## config.mk

```make
export PLATFORM = sky130hd
export DESIGN_NAME = spi_ram
export DESIGN_NICKNAME = d
export VERILOG_FILES = /design/src/rtl/spi_ram.sv
export SDC_FILE = /design/constraint.sdc
export NUM_CORES = 2
export LEC_CHECK = 0
export CAP_MARGIN = 20
export CORE_MARGIN = 5
export CORE_UTILIZATION = 68
export DETAILED_ROUTE_END_ITERATION = 7
export MAX_ROUTING_LAYER = met4
export PLACE_DENSITY = 0.85
export RECOVER_POWER = 100
export SLEW_MARGIN = 15
export SYNTH_ARGS = -nofsm -noshare
export SYNTH_HDL_FRONTEND = slang
export SYNTH_SLANG_ARGS = --single-unit
```

## constraint.sdc

```tcl
create_clock -name clk -period 5.1 [get_ports clk]
set_clock_uncertainty 0.15 [all_clocks]
set_input_delay 0.51 -clock clk [delete_from_list [all_inputs] [get_ports clk]]
set_output_delay 0.51 -clock clk [all_outputs]
set_load 0.03 [all_outputs]
```

## src/rtl/spi_ram.sv

```systemverilog
// -----------------------------------------------------------------------------
// spi_ram
//   Byte-wide RAM that sits behind an SPI slave front end. The slave hands over
//   one 10-bit command word per frame. Bits [9:8] hold the opcode and bits
//   [7:0] hold the payload.
//     00 : load write address          01 : write payload at write address
//     10 : load read address           11 : read byte at read address
//   A data command that arrives before its matching address command is
//   rejected with a one-cycle cmd_err pulse.
//
//   Optional feature: define SPI_RAM_AUTOINC_EN to post-increment the
//   write/read address after every successful data command. The address
//   wraps modulo MEM_DEPTH.
//
// Parameters
//   MEM_DEPTH : number of 8-bit words, must equal 2**ADDR_SIZE
//   ADDR_SIZE : address width
//
// Ports
//   clk      in   single clock, rising edge
//   rst      in   synchronous active-high reset (memory contents are kept)
//   rx_valid in   one-cycle frame strobe from the SPI slave
//   rx_data  in   [9:8] opcode, [7:0] payload
//   tx_valid out  one-cycle pulse, tx_data holds a fresh read byte
//   tx_data  out  last byte read, held until the next successful read
//   cmd_err  out  one-cycle pulse for a data command issued while unarmed
// -----------------------------------------------------------------------------
module spi_ram #(
  parameter int MEM_DEPTH = 256,
  parameter int ADDR_SIZE = 8
) (
  input  logic       clk,
  input  logic       rst,
  input  logic       rx_valid,
  input  logic [9:0] rx_data,
  output logic       tx_valid,
  output logic [7:0] tx_data,
  output logic       cmd_err
);

  typedef enum logic [1:0] {
    OP_WR_ADDR = 2'b00,
    OP_WR_DATA = 2'b01,
    OP_RD_ADDR = 2'b10,
    OP_RD_DATA = 2'b11
  } opcode_t;

  logic [7:0]           mem [MEM_DEPTH];
  logic [ADDR_SIZE-1:0] wr_addr;
  logic [ADDR_SIZE-1:0] rd_addr;
  logic                 wr_armed;
  logic                 rd_armed;

  opcode_t              opcode;
  logic [7:0]           payload;
  logic                 do_write;
  logic                 do_read;

  assign opcode  = opcode_t'(rx_data[9:8]);
  assign payload = rx_data[7:0];

  // Reset wins over a frame strobe on the same edge, so both data strobes are
  // qualified with !rst. The memory array itself is never reset.
  assign do_write = !rst && rx_valid && (opcode == OP_WR_DATA) && wr_armed;
  assign do_read  = !rst && rx_valid && (opcode == OP_RD_DATA) && rd_armed;

  // Storage array. It is kept apart from the control registers so that it
  // maps onto a plain RAM with no reset port. A read on the very next frame
  // sees the new byte because the write completes on this edge.
  always_ff @(posedge clk) begin
    if (do_write) begin
      mem[wr_addr] <= payload;
    end
  end

  // Command decoder. It holds the address registers, the arm flags and the
  // registered outputs. The tx_valid and cmd_err outputs default low every
  // cycle, which makes them single-cycle pulses. The tx_data output is only
  // loaded on a successful read, so it holds its value otherwise.
  always_ff @(posedge clk) begin
    if (rst) begin
      wr_addr  <= '0;
      rd_addr  <= '0;
      wr_armed <= 1'b0;
      rd_armed <= 1'b0;
      tx_valid <= 1'b0;
      tx_data  <= 8'h00;
      cmd_err  <= 1'b0;
    end else begin
      tx_valid <= 1'b0;
      cmd_err  <= 1'b0;
      if (rx_valid) begin
        unique case (opcode)
          OP_WR_ADDR: begin
            wr_addr  <= rx_data[ADDR_SIZE-1:0];
            wr_armed <= 1'b1;
          end
          OP_WR_DATA: begin
            if (wr_armed) begin
`ifdef SPI_RAM_AUTOINC_EN
              wr_addr <= wr_addr + ADDR_SIZE'(1);
`else
              wr_addr <= wr_addr;
`endif
            end else begin
              cmd_err <= 1'b1;
            end
          end
          OP_RD_ADDR: begin
            rd_addr  <= rx_data[ADDR_SIZE-1:0];
            rd_armed <= 1'b1;
          end
          OP_RD_DATA: begin
            if (rd_armed) begin
              tx_data  <= mem[rd_addr];
              tx_valid <= 1'b1;
`ifdef SPI_RAM_AUTOINC_EN
              rd_addr  <= rd_addr + ADDR_SIZE'(1);
`else
              rd_addr  <= rd_addr;
`endif
            end else begin
              cmd_err <= 1'b1;
            end
          end
          default: begin
            cmd_err <= 1'b0;
          end
        endcase
      end
    end
  end

endmodule

```

==> run summary <==
======================================================================================
Run status .............................................................. complete, but fails checks
Violations in the final reports ......................................... DRC, capacitance limit, slew limit
Fraction of synthesized cell area in xor and xnor cells .................           0%
Int Pwr .................................................................    26,900 uW
P per Cell Area .........................................................  385 nW/um^2
Number of distinct standard cells referenced by the synthesized netlist .           62
Setup slack of the worst register-to-register path ......................      0.27 ns
Final estimated routing congestion in global placement ..................         1.01
Placed Instance Area .................................................... 82,500 sq um
Post-CTS Setup Bufs .....................................................            0
X dimension of the die ..................................................       354 um
Post-synthesis async set-or-reset flop share ............................           0%
Wire length of the first global-routing pass ............................   304,000 um
Average footprint of a synthesized cell .................................   20.8 sq um
Leading post-synthesis cells by instance count .......................... 2,048 x edfxtp_1, 418 x mux4_2, 313 x nor2_1
Placed wire-length estimate after detailed placement ....................   116,000 um
Number of antenna violations at the first check in global routing .......           13
Post-route cell area .................................................... 88,500 sq um
Clock tree from TritonCTS ...............................................          yes
Initial standard-cell utilization of the core ...........................        68.3%
Final max-slew violation count ..........................................        1,160
Layout area overhead ....................................................        9.81%
Post-detailed-route DRC marker count ....................................            5
Clock Path Buffers ......................................................            3
Total CTS buffers .......................................................          192
Post-synthesis sequential area ratio ....................................        77.0%
Vertical die dimension ..................................................       354 um
Max Freq ................................................................      207 MHz
Warnings from Yosys .....................................................            0
Mux contribution to synthesized area ....................................        15.4%
Predominant post-synthesis flop cell ....................................     edfxtp_1
Root cell of the clock tree .............................................    clkbuf_16
Type of element launching the critical path .............................     register
Number of global-route vias before repair ...............................        42.5k
Final nets ..............................................................        4,003
Minimum period implied by the final worst setup slack ...................      4.83 ns
Number of cells upsized or downsized after cts ..........................            0
# setup viols final .....................................................            0
Hold Violations, Final ..................................................            0
P_sw ....................................................................      7140 uW
CP Data Arrival Time ....................................................      5.34 ns
Most frequent cell after synthesis ......................................     edfxtp_1
Cell area after synthesis ............................................... 80,600 sq um
First DRT Iteration DRCs ................................................        8,212
Hold WS .................................................................     0.358 ns
Largest net degree at the start of global routing .......................          183
Vias post-DR ............................................................        42.4k
Cell count after synthesis ..............................................        3,876
Clock Pin Slew Worst Setup and Hold Paths ...............................      0.06 ns
Fraction of layout cells with a size suffix above 1 .....................        19.3%
Endpoint required time on the critical path .............................      5.61 ns
Grt ovf .................................................................            0
Detail-routed net length per standard cell ..............................      36.9 um
Headroom to the max-slew limit ..........................................        -212%
Total number of H-tree levels ...........................................            4
Path category of the worst min-delay check .............................. register to register
Fin util ................................................................        75.0%
Number of max-cap violations ............................................           14
Critical path endpoint category .........................................     register
# clock sinks ...........................................................        2,076
DRT Pass-1 Iters ........................................................            8
Placement row count .....................................................          126
Final Total Pwr .........................................................    34,100 uW
Part of the total power dissipated in combinational logic ...............         3.2%
Seq pwr share ...........................................................        55.2%
Worst setup path category ............................................... register to register
Largest family of logic cells by synthesized area ....................... multiplexers
Worst-Skew Late Latency .................................................      0.82 ns
Core area ............................................................... 118,000 sq um
Vias per Instance .......................................................         7.44
Total routing resource utilization after global routing .................        35.0%
Transition time at the pin with the least slew margin ...................      4.68 ns
Ratio of final minimum period to clock period ...........................        94.7%
Setup TNS ...............................................................         0 ns
Area fraction in and, or, nand and nor cells after synthesis ............        2.92%
Total Die Area .......................................................... 125,000 sq um
Io pins .................................................................           23
Top area cells in the synthesized netlist ............................... edfxtp_1 76%, mux4_2 12%, mux2i_1 3.0%
Number of enable flip-flop cells after synthesis ........................        2,048
Clock network fraction of design power ..................................        41.6%
Flip-flop and latch count after synthesis ...............................        2,076
Sw Share ................................................................        21.0%
Leakage component of the power ..........................................    0.0265 uW
Hold buffer count at CTS ................................................            0
Largest vdd supply drop .................................................     0.335 mV
Critical path fanouts, max ..............................................           39
Total detailed-routing wirelength .......................................   211,000 um
Synth Area in Adders ....................................................           0%
Area fraction in compound gates after synthesis .........................        2.92%
Most area-hungry cell type in the Yosys netlist .........................     edfxtp_1
Syn_nets ................................................................        3,889
Unrepaired setup endpoints after global routing .........................           no
Count of antenna-violating nets left after detailed routing .............            0
Number of buffers added on ports ........................................           22
Portion of synthesized cell area occupied by the leading cell type ......        76.3%
======================================================================================
## registers in the layout, summed over array words and instances, names as in the netlist
| signal | count |
|---|---|
| tx_valid | 1 |
| wr_armed | 1 |
| tx_data | 8 |
| wr_addr | 8 |
| rd_armed | 1 |
| mem | 2048 |
| rd_addr | 8 |
| cmd_err | 1 |
## worst max-delay path: stages, from the launching register on
cell	delay, ns
dfxtp_4	0.88
buf_12	0.36
clkbuf_2	0.57
buf_4	0.38
mux2i_1	0.27
o221ai_1	0.22
a21oi_1	0.68
nor4_1	0.16
a32oi_1	0.66
o41ai_1	0.22
## layout make-up
cell class / instances / area (sq um)
inverters: 3 / 16.3
flip-flops and latches: 2076 / 62100
diodes: 14 / 35.0
multi-input cells: 1565 / 17100
clock inverters: 125 / 1050
fillers: 5806 / 29400
clock buffers: 235 / 5050
repair buffers: 152 / 1200
well taps: 1536 / 1920
## per-layer routing
layer	vias to the layer above	GRT usage (%)	part of all wire [%]
li1	16400	-	-
met1	21300	45.3	33
met2	3937	53.9	48
met3	797	9.36	14
met4	0	14.7	5.5
met5	-	-	0
## power by group through the flow
| stage | sequential (uW) | combinational, uW | clock (uW) |
|---|---|---|---|
| 3_5_place_dp | 19100 | 1040 | 0 |
| 3_3_place_gp | 19100 | 1010 | 0 |
| 2_1_floorplan | 19100 | 539 | 0 |
| 5_1_grt | 18800 | 1120 | 15000 |
| 6_report | 18800 | 1090 | 14200 |
| 4_1_cts | 18800 | 1070 | 14200 |
## cell families after synthesis
logic type | after synthesis
compound gates | 331
buf+inv | 235
flops | 2076
mux | 687
simple gates | 547
## per-stage QoR
stage                     setup slack (ns)  cells
after floorplan                       2.48   3876
after global placement               0.907   5326
after detailed placement             0.909   5328
after CTS                            0.900   5688
after global routing                 0.267   5703
final                                0.269   5706
## placed cells by master (no fill, tap or decap), types with 24 or more instances in the layout
cell       count
clkinv_1      56
nor3_1        33
mux4_2       418
a22oi_1       41
buf_4         69
dfxtp_1       24
o22ai_1       75
edfxtp_1    2048
nand3_1       31
nand2_1       92
clkbuf_1      76
nor2_1       312
clkbuf_16    196
mux2i_1      241
clkinv_2      36
a21oi_1       45
o221ai_1      39
## path summary, 6_finish.rpt
check                  start         end  depth (start not counted)
hold reg to reg     wr_armed    wr_armed                          2
hold / removal      wr_armed    wr_armed                          2
setup reg to reg  rd_addr[0]  tx_data[5]                          9
setup / recovery  rd_addr[0]  tx_data[5]                          9
Power figures use the tool's default switching activity.
